### config.mk
export PLATFORM = sky130hd
export DESIGN_NAME = pc_branch_unit_flat
export DESIGN_NICKNAME = d
export VERILOG_FILES = /design/src/rtl/pc_branch_pkg.sv /design/src/rtl/pc_branch_unit_if.sv /design/src/rtl/pc_branch_unit_next_sel.sv /design/src/rtl/pc_branch_unit.sv /design/src/flat_wrapper.sv
export SDC_FILE = /design/constraint.sdc
export NUM_CORES = 1
export LEC_CHECK = 0
export BUFFER_PORTS_ARGS = -buffer_cell sky130_fd_sc_hd__buf_2
export CAP_MARGIN = 30
export CORE_MARGIN = 3
export CORE_UTILIZATION = 53
export CTS_CLUSTER_DIAMETER = 60
export DETAILED_ROUTE_END_ITERATION = 8
export PLACE_DENSITY_LB_ADDON = 0.1
export SYNTH_ARGS = -nofsm -noshare
export SYNTH_HDL_FRONTEND = slang
export SYNTH_SLANG_ARGS = --single-unit
### constraint.sdc
create_clock -name clk -period 3.4 [get_ports clk]
set_clock_uncertainty 0.2 [all_clocks]
set_input_delay 0.17 -clock clk [delete_from_list [all_inputs] [get_ports clk]]
set_output_delay 0.17 -clock clk [all_outputs]
set_load 0.005 [all_outputs]
### src/rtl/pc_branch_pkg.sv
// Shared types and helpers for the PC/branch sequencing stage.
package pc_branch_pkg;

    localparam int unsigned PC_STEP_DEF = 4;

    typedef enum logic [1:0] {
        FETCH = 2'd0,
        EXEC  = 2'd1,
        HALT  = 2'd2
    } state_t;

    // Mask that clears the byte-offset bits below one instruction step.
    function automatic logic [63:0] align_mask(input int unsigned step);
        return ~(64'(step) - 64'd1);
    endfunction

endpackage

### src/rtl/pc_branch_unit_if.sv
// Fetch/execute handshake and ALU result bundle between the pipeline and the PC unit.
interface pc_branch_unit_if #(
    parameter int PC_WIDTH = 32
);
    logic                imem_req;
    logic                imem_ack;
    logic                ex_valid;
    logic                ex_ready;
    logic                is_branch;
    logic                uncond;
    logic                target_sel;
    logic [PC_WIDTH-1:0] offset;
    logic [PC_WIDTH-1:0] reg_target;
    logic                will_branch;
    logic                alu_cout;
    logic                carry_we;
    logic                halt;

    modport master (
        input  imem_req, ex_ready,
        output imem_ack, ex_valid, is_branch, uncond, target_sel, offset,
               reg_target, will_branch, alu_cout, carry_we, halt
    );

    modport slave (
        output imem_req, ex_ready,
        input  imem_ack, ex_valid, is_branch, uncond, target_sel, offset,
               reg_target, will_branch, alu_cout, carry_we, halt
    );
endinterface

### src/rtl/pc_branch_unit_next_sel.sv
// Next-PC datapath: sequential increment, branch target select, alignment and misalign detect.
module pc_next_sel
    import pc_branch_pkg::*;
#(
    parameter int          PC_WIDTH = 32,
    parameter int unsigned PC_STEP  = PC_STEP_DEF
) (
    input  logic [PC_WIDTH-1:0] i_pc,
    input  logic [PC_WIDTH-1:0] i_offset,
    input  logic [PC_WIDTH-1:0] i_reg_target,
    input  logic                i_target_sel,
    output logic [PC_WIDTH-1:0] o_seq_pc,
    output logic [PC_WIDTH-1:0] o_target_pc,
    output logic                o_misalign
);

    localparam logic [63:0] ALIGN_MASK = align_mask(PC_STEP);

    logic [PC_WIDTH-1:0] w_mask;
    logic [PC_WIDTH-1:0] w_raw_target;

    assign w_mask       = ALIGN_MASK[PC_WIDTH-1:0];
    assign w_raw_target = i_target_sel ? i_reg_target : (i_pc + i_offset);
    assign o_seq_pc     = i_pc + PC_WIDTH'(PC_STEP);
    assign o_target_pc  = w_raw_target & w_mask;
    assign o_misalign   = |(w_raw_target & ~w_mask);

endmodule

### src/rtl/pc_branch_unit.sv
// Execute-to-fetch sequencer: holds PC and carry flag, redirects on branches, counts retirements.
//
// state | meaning
// FETCH | imem_req high, waiting for imem_ack on the current pc
// EXEC  | ex_ready high, waiting for ex_valid to retire the instruction
// HALT  | halt retired; everything frozen until reset
module pc_branch_unit
    import pc_branch_pkg::*;
#(
    parameter int                PC_WIDTH = 32,
    parameter logic [PC_WIDTH-1:0] RESET_PC = '0,
    parameter int unsigned       PC_STEP  = PC_STEP_DEF
) (
    input  logic                clk,
    input  logic                rst,
    pc_branch_unit_if.slave     bus,
    output logic [PC_WIDTH-1:0] o_pc,
    output logic [PC_WIDTH-1:0] o_link_pc,
    output logic                o_carry_flag,
    output logic                o_taken,
    output logic                o_misalign,
    output logic                o_halted,
    output logic [31:0]         o_retired
);

    state_t              r_state;
    state_t              w_state_next;
    logic [PC_WIDTH-1:0] r_pc;
    logic                r_carry;
    logic                r_taken;
    logic                r_misalign;
    logic                r_halted;
    logic [31:0]         r_retired;

    logic                w_imem_req;
    logic                w_ex_ready;
    logic                w_retire;
    logic                w_take;
    logic [PC_WIDTH-1:0] w_seq_pc;
    logic [PC_WIDTH-1:0] w_target_pc;
    logic                w_target_misalign;

    pc_next_sel #(
        .PC_WIDTH (PC_WIDTH),
        .PC_STEP  (PC_STEP)
    ) u_next_sel (
        .i_pc         (r_pc),
        .i_offset     (bus.offset),
        .i_reg_target (bus.reg_target),
        .i_target_sel (bus.target_sel),
        .o_seq_pc     (w_seq_pc),
        .o_target_pc  (w_target_pc),
        .o_misalign   (w_target_misalign)
    );

    // Halt outranks any branch retiring in the same instruction.
    assign w_take = bus.is_branch & (bus.uncond | bus.will_branch) & ~bus.halt;

    always_comb begin
        w_state_next = r_state;
        w_imem_req   = 1'b0;
        w_ex_ready   = 1'b0;
        w_retire     = 1'b0;
        case (r_state)
            FETCH: begin
                w_imem_req = 1'b1;
                if (bus.imem_ack) w_state_next = EXEC;
            end
            EXEC: begin
                w_ex_ready = 1'b1;
                if (bus.ex_valid) begin
                    w_retire     = 1'b1;
                    w_state_next = bus.halt ? HALT : FETCH;
                end
            end
            HALT: w_state_next = HALT;
            default: w_state_next = FETCH;
        endcase
    end

    always_ff @(posedge clk or posedge rst) begin
        if (rst) begin
            r_state    <= FETCH;
            r_pc       <= RESET_PC;
            r_carry    <= 1'b0;
            r_taken    <= 1'b0;
            r_misalign <= 1'b0;
            r_halted   <= 1'b0;
            r_retired  <= 32'd0;
        end else begin
            r_state  <= w_state_next;
            r_halted <= (w_state_next == HALT);
            r_taken  <= 1'b0;
            if (w_retire) begin
                r_retired <= r_retired + 32'd1;
                if (bus.carry_we) r_carry <= bus.alu_cout;
                if (!bus.halt) begin
                    if (w_take) begin
                        r_pc    <= w_target_pc;
                        r_taken <= 1'b1;
                        if (w_target_misalign) r_misalign <= 1'b1;
                    end else begin
                        r_pc <= w_seq_pc;
                    end
                end
            end
        end
    end

    assign bus.imem_req = w_imem_req;
    assign bus.ex_ready = w_ex_ready;
    assign o_pc         = r_pc;
    assign o_link_pc    = w_seq_pc;
    assign o_carry_flag = r_carry;
    assign o_taken      = r_taken;
    assign o_misalign   = r_misalign;
    assign o_halted     = r_halted;
    assign o_retired    = r_retired;

endmodule

### src/flat_wrapper.sv
// flat-port wrapper written by rule: the top's interface ports become plain ports
module pc_branch_unit_flat import pc_branch_pkg::*;
#(
    parameter int                PC_WIDTH = 32,
    parameter logic [PC_WIDTH-1:0] RESET_PC = '0,
    parameter int unsigned       PC_STEP  = PC_STEP_DEF
)
  (clk, rst, o_pc, o_link_pc, o_carry_flag, o_taken, o_misalign, o_halted, o_retired, bus_imem_req, bus_ex_ready, bus_imem_ack, bus_ex_valid, bus_is_branch, bus_uncond, bus_target_sel, bus_offset, bus_reg_target, bus_will_branch, bus_alu_cout, bus_carry_we, bus_halt);
  pc_branch_unit_if #(.PC_WIDTH(PC_WIDTH)) bus_i ();
  input  logic clk;
  input  logic rst;
  output logic [PC_WIDTH-1:0] o_pc;
  output logic [PC_WIDTH-1:0] o_link_pc;
  output logic o_carry_flag;
  output logic o_taken;
  output logic o_misalign;
  output logic o_halted;
  output logic [31:0] o_retired;
  output wire logic [$bits(bus_i.imem_req)-1:0] bus_imem_req;
  output wire logic [$bits(bus_i.ex_ready)-1:0] bus_ex_ready;
  input wire logic [$bits(bus_i.imem_ack)-1:0] bus_imem_ack;
  input wire logic [$bits(bus_i.ex_valid)-1:0] bus_ex_valid;
  input wire logic [$bits(bus_i.is_branch)-1:0] bus_is_branch;
  input wire logic [$bits(bus_i.uncond)-1:0] bus_uncond;
  input wire logic [$bits(bus_i.target_sel)-1:0] bus_target_sel;
  input wire logic [$bits(bus_i.offset)-1:0] bus_offset;
  input wire logic [$bits(bus_i.reg_target)-1:0] bus_reg_target;
  input wire logic [$bits(bus_i.will_branch)-1:0] bus_will_branch;
  input wire logic [$bits(bus_i.alu_cout)-1:0] bus_alu_cout;
  input wire logic [$bits(bus_i.carry_we)-1:0] bus_carry_we;
  input wire logic [$bits(bus_i.halt)-1:0] bus_halt;
  assign bus_imem_req = bus_i.imem_req;
  assign bus_ex_ready = bus_i.ex_ready;
  assign bus_i.imem_ack = bus_imem_ack;
  assign bus_i.ex_valid = bus_ex_valid;
  assign bus_i.is_branch = bus_is_branch;
  assign bus_i.uncond = bus_uncond;
  assign bus_i.target_sel = bus_target_sel;
  assign bus_i.offset = bus_offset;
  assign bus_i.reg_target = bus_reg_target;
  assign bus_i.will_branch = bus_will_branch;
  assign bus_i.alu_cout = bus_alu_cout;
  assign bus_i.carry_we = bus_carry_we;
  assign bus_i.halt = bus_halt;
  pc_branch_unit #(.PC_WIDTH(PC_WIDTH), .RESET_PC(RESET_PC), .PC_STEP(PC_STEP)) u_core (.clk(clk), .rst(rst), .bus(bus_i), .o_pc(o_pc), .o_link_pc(o_link_pc), .o_carry_flag(o_carry_flag), .o_taken(o_taken), .o_misalign(o_misalign), .o_halted(o_halted), .o_retired(o_retired));
endmodule
==> results_tabular.tex <==
\begin{tabular}{lr}
\hline
Metric & Value \\
\hline
\multicolumn{2}{l}{\textbf{Detailed routing}} \\
\quad Number of design-rule violations left by the first detailed-router iteration & 524 \\
\quad Final routed wirelength across all metal layers & 19,100 um \\
\quad Post-route DRC violation count & 0 \\
\quad First-pass iteration count of the detailed router & 5 \\
\quad Total via count in the routed design & 6,365 \\
\quad Routed length per placed instance & 18.3 um \\
\quad Vias per inst & 6.10 \\
\quad Antenna-violating nets left & 0 \\
\multicolumn{2}{l}{\textbf{Floorplanning}} \\
\quad Height of the chip & 111 um \\
\quad Top-Level Pins & 177 \\
\quad Width of the die & 111 um \\
\quad Core Region & 10,500 um\^{}2 \\
\quad Starting Density & 55.4\% \\
\quad Standard-cell rows & 37 \\
\quad Floorplan die area & 12,200 um\^{}2 \\
\multicolumn{2}{l}{\textbf{Power and ir drop}} \\
\quad Total power density per cell area & 716 nW/um\^{}2 \\
\quad Seq pwr share & 28.2\% \\
\quad Peak supply drop & 0.408 mV \\
\quad Clock Power Share & 15.1\% \\
\quad Pleak & 3.37 nW \\
\quad Cell-internal power & 0.00272 W \\
\quad Switching component of the power & 0.00242 W \\
\quad Sw Share & 47.1\% \\
\quad Proportion of power drawn by combinational gates & 56.7\% \\
\multicolumn{2}{l}{\textbf{Timing}} \\
\quad Setup TNS & 0 ns \\
\quad Maximum clock frequency & 321 MHz \\
\quad Final period utilization & 91.8\% \\
\quad Number of pins with negative max-slew slack in the final report & 0 \\
\quad Measured slew at the worst slew-check pin & 1.01 ns \\
\quad Unrepaired setup endpoints after global routing & false \\
\quad Slew headroom & 32.8\% \\
\quad Post-layout minimum cycle time & 3.12 ns \\
\quad Number of setup violations in the final report & 0 \\
\quad Hold Violations, Final & 0 \\
\multicolumn{2}{l}{\textbf{Global routing}} \\
\quad Total GRT Usage & 30.3\% \\
\quad Vias in the first global route & 6,057 \\
\quad Overflow left after global routing & 0 \\
\quad Met3 GRT Util & 4.22\% \\
\quad Routing usage on met2 & 48.5\% \\
\quad Largest net degree at the start of global routing & 40 \\
\quad Most used routing layer in global routing & met2 \\
\quad Initial antenna violation count & 0 \\
\quad Met1 Usage GRT & 41.6\% \\
\quad First-pass GRT wire length & 30,800 um \\
\multicolumn{2}{l}{\textbf{Place}} \\
\quad Cell Count Post-Placement & 1,006 \\
\quad Post-DP HPWL & 14,400 um \\
\quad Port Buf Inserts & 172 \\
\quad Weighted congestion reported at the end of routability-driven placement & 1.00 \\
\multicolumn{2}{l}{\textbf{Yosys}} \\
\quad EDFF count, synth & 0 \\
\quad Number of warnings reported in the yosys synthesis log & 0 \\
\quad Number of unique standard cell types used by synthesis & 67 \\
\quad FF+latch count, synth & 68 \\
\quad Async set or reset register ratio after synthesis & 100\% \\
\quad Sequential fraction of the synthesis area & 29.4\% \\
\quad Commonest register cell after synthesis & sky130\_fd\_sc\_hd\_\_dfrtp\_1 \\
\quad Netlist area before placement & 5790 um\^{}2 \\
\quad Mean area per synthesized cell & 8.04 um\^{}2 \\
\quad Synthesized netlist cell count & 720 \\
\multicolumn{2}{l}{\textbf{Critical path}} \\
\quad Crit-path max FO & 8 \\
\quad Critical Path Start Type & register \\
\quad Cell-by-cell listing of the critical path & ha\_1 > nand2\_2 > nor4\_4 > buf\_4 > nand2\_4 > nor2\_1 > a41oi\_1 > a31oi\_1 > buf\_2 \\
\quad Slowest cell delay on critical path & 0.47 ns \\
\quad Max stage delay cell, worst path & sky130\_fd\_sc\_hd\_\_dfrtp\_1 \\
\quad Crit path kind & reg2out \\
\quad Worst EP arrival & 2.75 ns \\
\quad CP endpoint kind & output port \\
\quad Number of cells on the worst reg-to-reg path & 8 \\
\quad Worst Path Required & 3.03 ns \\
\multicolumn{2}{l}{\textbf{Final layout}} \\
\quad Share of final-layout standard cells stronger than drive strength 1 & 25.3\% \\
\quad Combined area of the multi-input logic cells & 3850 um\^{}2 \\
\quad Post-synthesis to final-layout area growth & 24.1\% \\
\quad Antenna diode count & 0 \\
\quad Seq. cell area & 1700 um\^{}2 \\
\quad Post-Layout Cell Count & 1,044 \\
\quad Fillcell total & 884 \\
\quad Net total in the final layout & 1,009 \\
\multicolumn{2}{l}{\textbf{Clocking}} \\
\quad Maximum level of the CTS H-tree & 3 \\
\quad CTS tree & yes \\
\quad CTS sink count & 68 \\
\quad Number of CTS-inserted buffers & 9 \\
\quad Buffer cell driving the clock tree root & sky130\_fd\_sc\_hd\_\_clkbuf\_8 \\
\quad Number of buffers inserted by post-CTS setup repair & 0 \\
\quad Register clock-pin slew on the reported worst setup and hold paths & 0.08 ns \\
\quad Clock Path Buffers & 2 \\
\quad Insertion delay of the later-clocked pin in the worst-skew pair & 0.36 ns \\
\multicolumn{2}{l}{\textbf{Min path}} \\
\quad Hold crit path type & in2reg \\
\quad Hold depth & 4 \\
\multicolumn{2}{l}{\textbf{Status}} \\
\quad Run status & completed \\
\multicolumn{2}{l}{\textbf{Run}} \\
\quad Max cap viols & 0 \\
\hline
\end{tabular}
-- cell type report --
cell class / count / share of cell area (%)
multi-input combinational: 600 / 53.6
sequential: 68 / 23.7
timing repair buffer: 207 / 16.4
tap: 136 / 2.37
clock buffer: 9 / 1.72
clock inverter: 7 / 1.37
inverter: 17 / 0.888
-- Yosys cell counts, drive strengths merged (5+ instances only) --
cell / count / area (um^2)
and4: 7 / 61.3
nand2b: 6 / 37.5
inv: 17 / 63.8
a21oi: 59 / 295
xnor2: 51 / 447
xor2: 28 / 245
and2: 10 / 65.1
o22ai: 15 / 93.8
o21a: 8 / 60.1
a22oi: 6 / 45.0
o21ai: 38 / 190
clkbuf: 25 / 93.8
o211ai: 5 / 37.5
nor2: 68 / 263
nand4: 24 / 150
and3: 9 / 56.3
nand3: 39 / 225
a21o: 11 / 82.6
nor3: 19 / 105
buf: 13 / 91.3
nor4: 6 / 67.6
ha: 31 / 388
dfrtp: 68 / 1700
nand2: 85 / 329
a31oi: 14 / 87.6
a211oi: 6 / 50.1
-- final timing paths --
| path | slack (ns) | start | endpoint |
|---|---|---|---|
| max | 0.28 | u_core.o_pc[2] | o_link_pc[30] |
| min | 0.01 | bus_offset[1] | u_core.o_misalign |
| max reg2reg | 0.41 | u_core.o_pc[26] | u_core.o_pc[31] |
| min reg2reg | 0.26 | u_core.o_misalign | u_core.o_misalign |
| max in group asynchronous | 1.89 | rst | u_core.o_pc[27] |
| min in group asynchronous | 0.32 | rst | u_core.o_retired[28] |
-- power groups by stage --
stage	sequential [W]	clock, W	combinational (W)
global route	0.00149	0.000820	0.00320
floorplan	0.00136	0	0.00194
detailed placement	0.00145	0	0.00281
CTS	0.00143	0.000788	0.00287
global placement	0.00143	0	0.00277
finish	0.00145	0.000778	0.00292
-- cells by family (layout without fill, tap and decap cells) --
kind of cell,after synthesis,after routing,share of synthesized area (%)
multiplexers,6,6,1.10
flip-flops,68,68,29.4
XOR/XNOR,79,79,11.9
AND/OR/NAND/NOR,284,284,24.9
buffers and inverters,55,240,4.30
other,1,4,0.0647
AO/OA/AOI/OAI,196,196,21.6
adder cells (fa/ha/maj),31,31,6.70
-- per-stage QoR --
stage / hold slack [ns] / setup slack (ns) / util, % / cell area, um^2 / total power [W]
finish: 0.0114 / 0.280 / 68.7 / 7190 / 0.00514
floorplan: 0.0984 / 0.814 / - / 5800 / 0.00330
CTS: 0.00330 / 0.302 / 68.7 / 7190 / 0.00509
global route: 0.0501 / 0.115 / 68.7 / 7190 / 0.00550
detailed placement: 0.168 / 0.522 / 64.5 / 6750 / 0.00426
global placement: 0.159 / 0.572 / 64.5 / 6750 / 0.00420
-- critical path, delay by kind of cell, from the launching register on --
family                   cells  cell delay, ns
AND/OR/NAND/NOR              4            0.83
flip-flops                   1            0.47
AO/OA/AOI/OAI                2            0.40
buffers and inverters        2            0.37
adder cells (fa/ha/maj)      1            0.34
-- cell usage in the layout, fill, tap and decap left out, types with 16 or more instances in the layout --
| cell type | netlist | layout |
|---|---|---|
| sky130_fd_sc_hd__a21oi_1 | 59 | 59 |
| sky130_fd_sc_hd__buf_2 | 1 | 172 |
| sky130_fd_sc_hd__dfrtp_1 | 68 | 68 |
| sky130_fd_sc_hd__dlygate4sd3_1 | 0 | 22 |
| sky130_fd_sc_hd__ha_1 | 31 | 31 |
| sky130_fd_sc_hd__inv_1 | 17 | 16 |
| sky130_fd_sc_hd__nand2_1 | 83 | 83 |
| sky130_fd_sc_hd__nand3_1 | 36 | 36 |
| sky130_fd_sc_hd__nand4_1 | 24 | 24 |
| sky130_fd_sc_hd__nor2_1 | 65 | 65 |
| sky130_fd_sc_hd__nor3_1 | 17 | 17 |
| sky130_fd_sc_hd__o21ai_0 | 35 | 35 |
| sky130_fd_sc_hd__xnor2_1 | 51 | 51 |
| sky130_fd_sc_hd__xor2_1 | 28 | 28 |
-- registers in the layout, summed over array words and instances (netlist names) --
name                 flops
u_core.o_misalign        1
u_core.o_retired        32
u_core.o_carry_flag      1
u_core.o_pc             30
u_core.o_halted          1
u_core.o_taken           1
u_core.r_state           2
-- routing by layer --
metal,vias up,routed length [um]
li1,2976,-
met1,2993,8210
met2,346,8780
met3,50,1580
met4,0,569
met5,-,0
-- what timing repair did --
item | CTS | global route
endpoints found under the hold margin | 58 | 0
gates resized for setup | 0 | 0
hold buffers | 22 | 0
No activity file was read; power rests on OpenSTA's default activity.
